File: src/rtl/irq_source_ctrl_if.sv
`default_nettype none
// ============================================================================
//  Module   : irq_source_ctrl_if
//  Brief    : Signal bundle between peripherals/CPU and the interrupt source
//             controller. "master" is the controller side, "slave" is the
//             CPU/peripheral side driving requests, masks and handshakes.
//  Revision : 1.0  initial release
// ============================================================================
interface irq_source_ctrl_if #(
  parameter int NUM_SRC = 8
);
  logic [NUM_SRC-1:0] irq_req;
  logic [NUM_SRC-1:0] irq_mask;
  logic               int_ack;
  logic               eret_n;
  logic               interrupt_signal_n;
  logic [3:0]         interrupt_index;
  logic               in_service;
  logic [NUM_SRC-1:0] pending;

  modport master (
    input  irq_req,
    input  irq_mask,
    input  int_ack,
    input  eret_n,
    output interrupt_signal_n,
    output interrupt_index,
    output in_service,
    output pending
  );

  modport slave (
    output irq_req,
    output irq_mask,
    output int_ack,
    output eret_n,
    input  interrupt_signal_n,
    input  interrupt_index,
    input  in_service,
    input  pending
  );
endinterface
`default_nettype wire

File: src/rtl/irq_source_ctrl.sv
`default_nettype none
// ============================================================================
//  Module   : irq_source_ctrl
//  Brief    : Requesting end of the CPU interrupt interface. Latches rising
//             edges of peripheral requests as pending, picks the lowest-index
//             unmasked pending source, presents it on an active-low line with
//             a 4-bit vector index and tracks ack / eret so that only one
//             interrupt is ever outstanding. A request not acked within
//             TIMEOUT cycles is withdrawn and re-arbitrated.
//  Revision : 1.0  initial release
// ============================================================================
module irq_source_ctrl #(
  parameter int NUM_SRC = 8,   // 1..16
  parameter int TIMEOUT = 64   // 2..1023
) (
  input  logic              clk,
  input  logic              rst,
  irq_source_ctrl_if.master irq_if
);

  typedef enum logic [1:0] {
    ST_IDLE    = 2'd0,
    ST_REQ     = 2'd1,
    ST_SERVICE = 2'd2,
    ST_GAP     = 2'd3
  } state_t;

  // Last count value of a presented request before it is withdrawn.
  localparam logic [9:0] c_TMO_LAST = 10'(TIMEOUT - 1);

  state_t             state_q;
  logic [NUM_SRC-1:0] prev_q;
  logic [NUM_SRC-1:0] pending_q;
  logic [NUM_SRC-1:0] pending_d;
  logic               sig_n_q;
  logic [3:0]         index_q;
  logic               in_service_q;
  logic [9:0]         cnt_q;

  logic [NUM_SRC-1:0] w_set_vec;
  logic [NUM_SRC-1:0] w_clr_vec;
  logic [NUM_SRC-1:0] w_sel_vec;
  logic [NUM_SRC-1:0] w_eligible;
  logic [3:0]         w_winner;
  logic               w_ack_take;
  logic               w_sel_masked;

  // Edge detect and pending next-state; a new edge beats a same-cycle clear.
  always_comb begin
    w_set_vec = irq_if.irq_req & ~prev_q;
    w_sel_vec = '0;
    for (int i = 0; i < NUM_SRC; i++) begin
      if (index_q == 4'(i)) begin
        w_sel_vec[i] = 1'b1;
      end
    end
    w_ack_take   = (state_q == ST_REQ) && irq_if.int_ack;
    w_clr_vec    = w_ack_take ? w_sel_vec : '0;
    w_sel_masked = |(w_sel_vec & irq_if.irq_mask);
    pending_d    = (pending_q & ~w_clr_vec) | w_set_vec;
  end

  // Fixed-priority arbiter: lowest eligible index wins.
  always_comb begin
    w_eligible = pending_q & ~irq_if.irq_mask;
    w_winner   = 4'd0;
    for (int i = NUM_SRC - 1; i >= 0; i--) begin
      if (w_eligible[i]) begin
        w_winner = 4'(i);
      end
    end
  end

  // Request history and pending bits. The history keeps following irq_req
  // during reset so a level held high across reset is not taken as an edge.
  always_ff @(posedge clk) begin
    prev_q <= irq_if.irq_req;
    if (rst) begin
      pending_q <= '0;
    end else begin
      pending_q <= pending_d;
    end
  end

  // Handshake state machine with registered line, index and in-service flag.
  always_ff @(posedge clk) begin
    if (rst) begin
      state_q      <= ST_IDLE;
      sig_n_q      <= 1'b1;
      index_q      <= 4'd0;
      in_service_q <= 1'b0;
      cnt_q        <= 10'd0;
    end else begin
      case (state_q)
        ST_IDLE: begin
          if (|w_eligible) begin
            state_q <= ST_REQ;
            sig_n_q <= 1'b0;
            index_q <= w_winner;
            cnt_q   <= 10'd0;
          end
        end
        ST_REQ: begin
          // Ack takes priority over a mask or timeout in the same cycle.
          if (irq_if.int_ack) begin
            state_q      <= ST_SERVICE;
            sig_n_q      <= 1'b1;
            in_service_q <= 1'b1;
          end else if (w_sel_masked || (cnt_q == c_TMO_LAST)) begin
            state_q <= ST_IDLE;
            sig_n_q <= 1'b1;
          end else begin
            cnt_q <= cnt_q + 10'd1;
          end
        end
        ST_SERVICE: begin
          if (!irq_if.eret_n) begin
            in_service_q <= 1'b0;
            state_q      <= ST_GAP;
          end
        end
        ST_GAP: begin
          // Guarantees the line stays high before the next arbitration.
          state_q <= ST_IDLE;
        end
        default: begin
          state_q <= ST_IDLE;
        end
      endcase
    end
  end

  assign irq_if.interrupt_signal_n = sig_n_q;
  assign irq_if.interrupt_index    = index_q;
  assign irq_if.in_service         = in_service_q;
  assign irq_if.pending            = pending_q;

endmodule
`default_nettype wire
File: src/flat_wrapper.sv
// flat-port wrapper written by rule: the top's interface ports become plain ports
module irq_source_ctrl_flat 
#(
  parameter int NUM_SRC = 8,           
  parameter int TIMEOUT = 64             
)
  (clk, rst, irq_if_irq_req, irq_if_irq_mask, irq_if_int_ack, irq_if_eret_n, irq_if_interrupt_signal_n, irq_if_interrupt_index, irq_if_in_service, irq_if_pending);
  irq_source_ctrl_if #(.NUM_SRC(NUM_SRC)) irq_if_i ();
  input  logic clk;
  input  logic rst;
  input wire logic [$bits(irq_if_i.irq_req)-1:0] irq_if_irq_req;
  input wire logic [$bits(irq_if_i.irq_mask)-1:0] irq_if_irq_mask;
  input wire logic [$bits(irq_if_i.int_ack)-1:0] irq_if_int_ack;
  input wire logic [$bits(irq_if_i.eret_n)-1:0] irq_if_eret_n;
  output wire logic [$bits(irq_if_i.interrupt_signal_n)-1:0] irq_if_interrupt_signal_n;
  output wire logic [$bits(irq_if_i.interrupt_index)-1:0] irq_if_interrupt_index;
  output wire logic [$bits(irq_if_i.in_service)-1:0] irq_if_in_service;
  output wire logic [$bits(irq_if_i.pending)-1:0] irq_if_pending;
  assign irq_if_i.irq_req = irq_if_irq_req;
  assign irq_if_i.irq_mask = irq_if_irq_mask;
  assign irq_if_i.int_ack = irq_if_int_ack;
  assign irq_if_i.eret_n = irq_if_eret_n;
  assign irq_if_interrupt_signal_n = irq_if_i.interrupt_signal_n;
  assign irq_if_interrupt_index = irq_if_i.interrupt_index;
  assign irq_if_in_service = irq_if_i.in_service;
  assign irq_if_pending = irq_if_i.pending;
  irq_source_ctrl #(.NUM_SRC(NUM_SRC), .TIMEOUT(TIMEOUT)) u_core (.clk(clk), .rst(rst), .irq_if(irq_if_i));
endmodule
File: config.mk
export PLATFORM = sky130hd
export DESIGN_NAME = irq_source_ctrl_flat
export DESIGN_NICKNAME = d
export VERILOG_FILES = /design/src/rtl/irq_source_ctrl_if.sv /design/src/rtl/irq_source_ctrl.sv /design/src/flat_wrapper.sv
export SDC_FILE = /design/constraint.sdc
export NUM_CORES = 1
export LEC_CHECK = 0
export CAP_MARGIN = 5
export CORE_ASPECT_RATIO = 0.6
export CORE_MARGIN = 4
export CORE_UTILIZATION = 53
export DETAILED_ROUTE_END_ITERATION = 10
export GPL_TIMING_DRIVEN = 0
export MAX_ROUTING_LAYER = met4
export PLACE_DENSITY = 0.87
export SYNTH_ARGS = -nofsm -noshare
export SYNTH_HDL_FRONTEND = slang
export SYNTH_SLANG_ARGS = --single-unit
File: constraint.sdc
create_clock -name clk -period 6.4 [get_ports clk]
set_input_delay 1.92 -clock clk [delete_from_list [all_inputs] [get_ports clk]]
set_output_delay 1.92 -clock clk [all_outputs]
set_load 0.01 [all_outputs]
==> flow_summary.yaml <==
clock_tree:
  holdBufCountCts: 0
  post_cts_buffers: 0
  cts_resized: 0
  cts-root-buf: "clkbuf_8"
  path_clk_slew_ns: 0.07
  numCtsBuffers: 5
  cts_tree: "done"
  clk_latency_ns: 0.29
  clock-sinks: 33
  clockBufferDepth: 2
  htree_levels: 2
power_and_ir_drop:
  power.total_w: 0.000547
  ir_worst_vdd_mv: 0.179
  pwr_density_cell_nw_per_um2: 279
  power_leakage_nw: 0.699
synth:
  synth_nets: 189
  synth_simple_gate_area_share_pct: 27.3
  synth_top_family_by_area: "simple AND/OR/NAND/NOR gates"
  synth_cells: 168
  synth_compound_area_share_pct: 21.8
  synthAdderAreaFrac_pct: 0.838
  synth_area_sq_um: 1490
  synth-xor-area-share_pct: 0
  syn_avg_cell_area_sq_um: 8.89
  ys_seq_area_share_pct: 44.2
  synth-seq-cells: 33
  synth_cell_types: 39
  yosysWarnings: 0
  synth_mux_area_share_pct: 2.68
sta:
  fmaxAchievable_mhz: 255
  slew_headroom_pct: 64.8
  slew_violations: 0
  setup_violations: 0
  finalCritPeriodShare_pct: 61.3
  period_minus_slack_ns: 3.93
  clock_skew_ns: 0.00543
  grt_setup_unrepaired: "no"
  fin_setup_tns_ns: 0
  hold_viol_final: 0
  worst_pin_slew_ns: 0.527
finish:
  final_common_cell: "dfxtp_1"
  layout-drive-gt1-share_pct: 12.1
  fin_nets: 227
  diodes: 0
  utilization_pct: 75.8
  syn2layout_area_growth_pct: 31.5
  layout_common_cells: "dfxtp_1 (33), clkdlybuf4s50_1 (31), a21oi_1 (20)"
worst_setup_path:
  cp-end-kind: "register"
  crit_family: "compound AO/OA/AOI/OAI gates"
  arrival_ns: 4.15
  path_max_fanout: 10
  startpoint_type: "primary input"
  required_ns: 6.62
  worstSetupPathType: "in2reg"
  cp_cell_sequence: "clkdlybuf4s50_1, nor2b_1, or4_4, o31a_1, a21oi_4, buf_6, nand2_1, a21oi_2"
  crit_buf_inv: 2
  crit_slowest_cell: "or4_4"
  critPathMaxStageDelay_ns: 0.54
place:
  gp_congestion: 0.929
  io_buffer_count: 31
  hpwl_um: 2930
floorplan:
  coreArea_sq_um: 2590
  die_w_um: 76.5
  initial_utilization_pct: 57.6
  die_h_um: 49.1
  io_pins: 34
  core.rowCount: 14
  die_area_sq_um: 3760
routing:
  drt-wirelength-per-cell_um: 16.3
  vias: 1393
  routed_wl_um: 3890
  first_iter_violations: 148
  drc: 0
  drtAntennaViolNets: 0
  viasPerCell: 5.83
  firstDrtPassIters: 4
global_routing:
  grt_pass1_wl_um: 6180
  grt.overflow.total: 0
  antenna_found_initial: 0
  grt_max_degree: 12
  grt_use_total_pct: 21.8
  first_global_vias: 1341
outcome:
  outcome: "completed"
min_path:
  holdCritPathClass: "reg2reg"
run:
  drv_cap: 0
-- metal layers --
metal / vias up / GRT usage, % / part of all wire (%)
li1: 675 / - / -
met1: 668 / 26.9 / 48
met2: 45 / 32.7 / 45
met3: 5 / 7.01 / 6.1
met4: 0 / 9.64 / 1.1
met5: - / - / 0
-- worst reg2reg max path, delay by kind of cell (launching register included) --
family                 cells  cell delay (ns)
AO/OA/AOI/OAI              3             0.48
flip-flops                 1             0.32
buffers and inverters      1             0.22
AND/OR/NAND/NOR            2             0.95
multiplexers               1             0.23
-- registers in the layout (all words and copies together), names as in the netlist, named ones only --
name                              count
u_core.cnt_q                         10
u_core.irq_if.in_service              1
u_core.irq_if.interrupt_index         3
u_core.irq_if.interrupt_signal_n      1
u_core.irq_if.pending                 8
u_core.prev_q                         8
u_core.state_q                        1
-- through the flow --
step           instances  setup slack (ns)  hold WS, ns  area, sq um
2_1_floorplan        168              2.96        0.462         1490
3_3_place_gp         231              2.25        0.473         1840
3_5_place_dp         231              2.22        0.480         1840
4_1_cts              239              2.51        0.490         1960
5_1_grt              239              2.39        0.516         1960
6_report             239              2.47        0.488         1960
-- final cells by class --
cell class / instances / area, sq um
Clock buffer: 6 / 82.6
Sequential cell: 33 / 661
Timing Repair Buffer: 31 / 310
Inverter: 2 / 7.51
Tap cell: 32 / 40.0
Buffer: 6 / 36.3
Fill cell: 190 / 628
Multi-Input combinational cell: 127 / 790
Clock inverter: 2 / 37.5
-- cells in the mapped netlist, drive strengths merged --
cell type | count | area, sq um
clkbuf | 2 | 7.51
and3 | 1 | 6.26
conb | 1 | 3.75
a21oi | 27 | 169
nor3 | 4 | 20.0
buf | 4 | 28.8
nand4 | 1 | 6.26
nand3b | 2 | 15.0
and2 | 1 | 6.26
o31a | 2 | 17.5
dfxtp | 33 | 661
o22ai | 1 | 6.26
nand3 | 6 | 30.0
nand2b | 17 | 106
o31ai | 1 | 7.51
or4 | 2 | 18.8
and4 | 1 | 8.76
or3 | 8 | 50.1
nor2b | 5 | 38.8
nor4 | 2 | 27.5
ha | 1 | 12.5
o211a | 1 | 10.0
inv | 2 | 7.51
nor2 | 6 | 22.5
or2 | 4 | 25.0
o21ai | 20 | 100
o21bai | 1 | 7.51
mux2i | 4 | 40.0
nand2 | 7 | 26.3
o21a | 1 | 7.51
-- worst paths after layout --
kind                                          from                        to  slack [ns]  cells past startpoint
hold / removal                    u_core.prev_q[4]  u_core.irq_if.pending[4]        0.49                      2
setup reg to reg  u_core.irq_if.interrupt_index[1]           u_core.cnt_q[8]        4.12                      7
hold reg to reg                   u_core.prev_q[4]  u_core.irq_if.pending[4]        0.49                      2
setup / recovery                irq_if_irq_mask[2]           u_core.cnt_q[0]        2.47                      8
-- where the power goes --
part / total [W] / switching (W) / internal (W) / leakage [nW]
Clock: 0.000203 / 0.0000767 / 0.000126 / 0.0574
Sequential: 0.000231 / 0.0000120 / 0.000219 / 0.272
Combinational: 0.000113 / 0.0000587 / 0.0000547 / 0.370
Total: 0.000547 / 0.000147 / 0.000400 / 0.699
-- logic make-up after synthesis --
| family | after synthesis |
|---|---|
| AND/OR/NAND/NOR | 67 |
| AO/OA/AOI/OAI | 54 |
| flip-flops | 33 |
| buffers and inverters | 8 |
| multiplexers | 4 |
| adder cells (fa/ha/maj) | 1 |
| other | 1 |
Power figures use the tool's default switching activity.
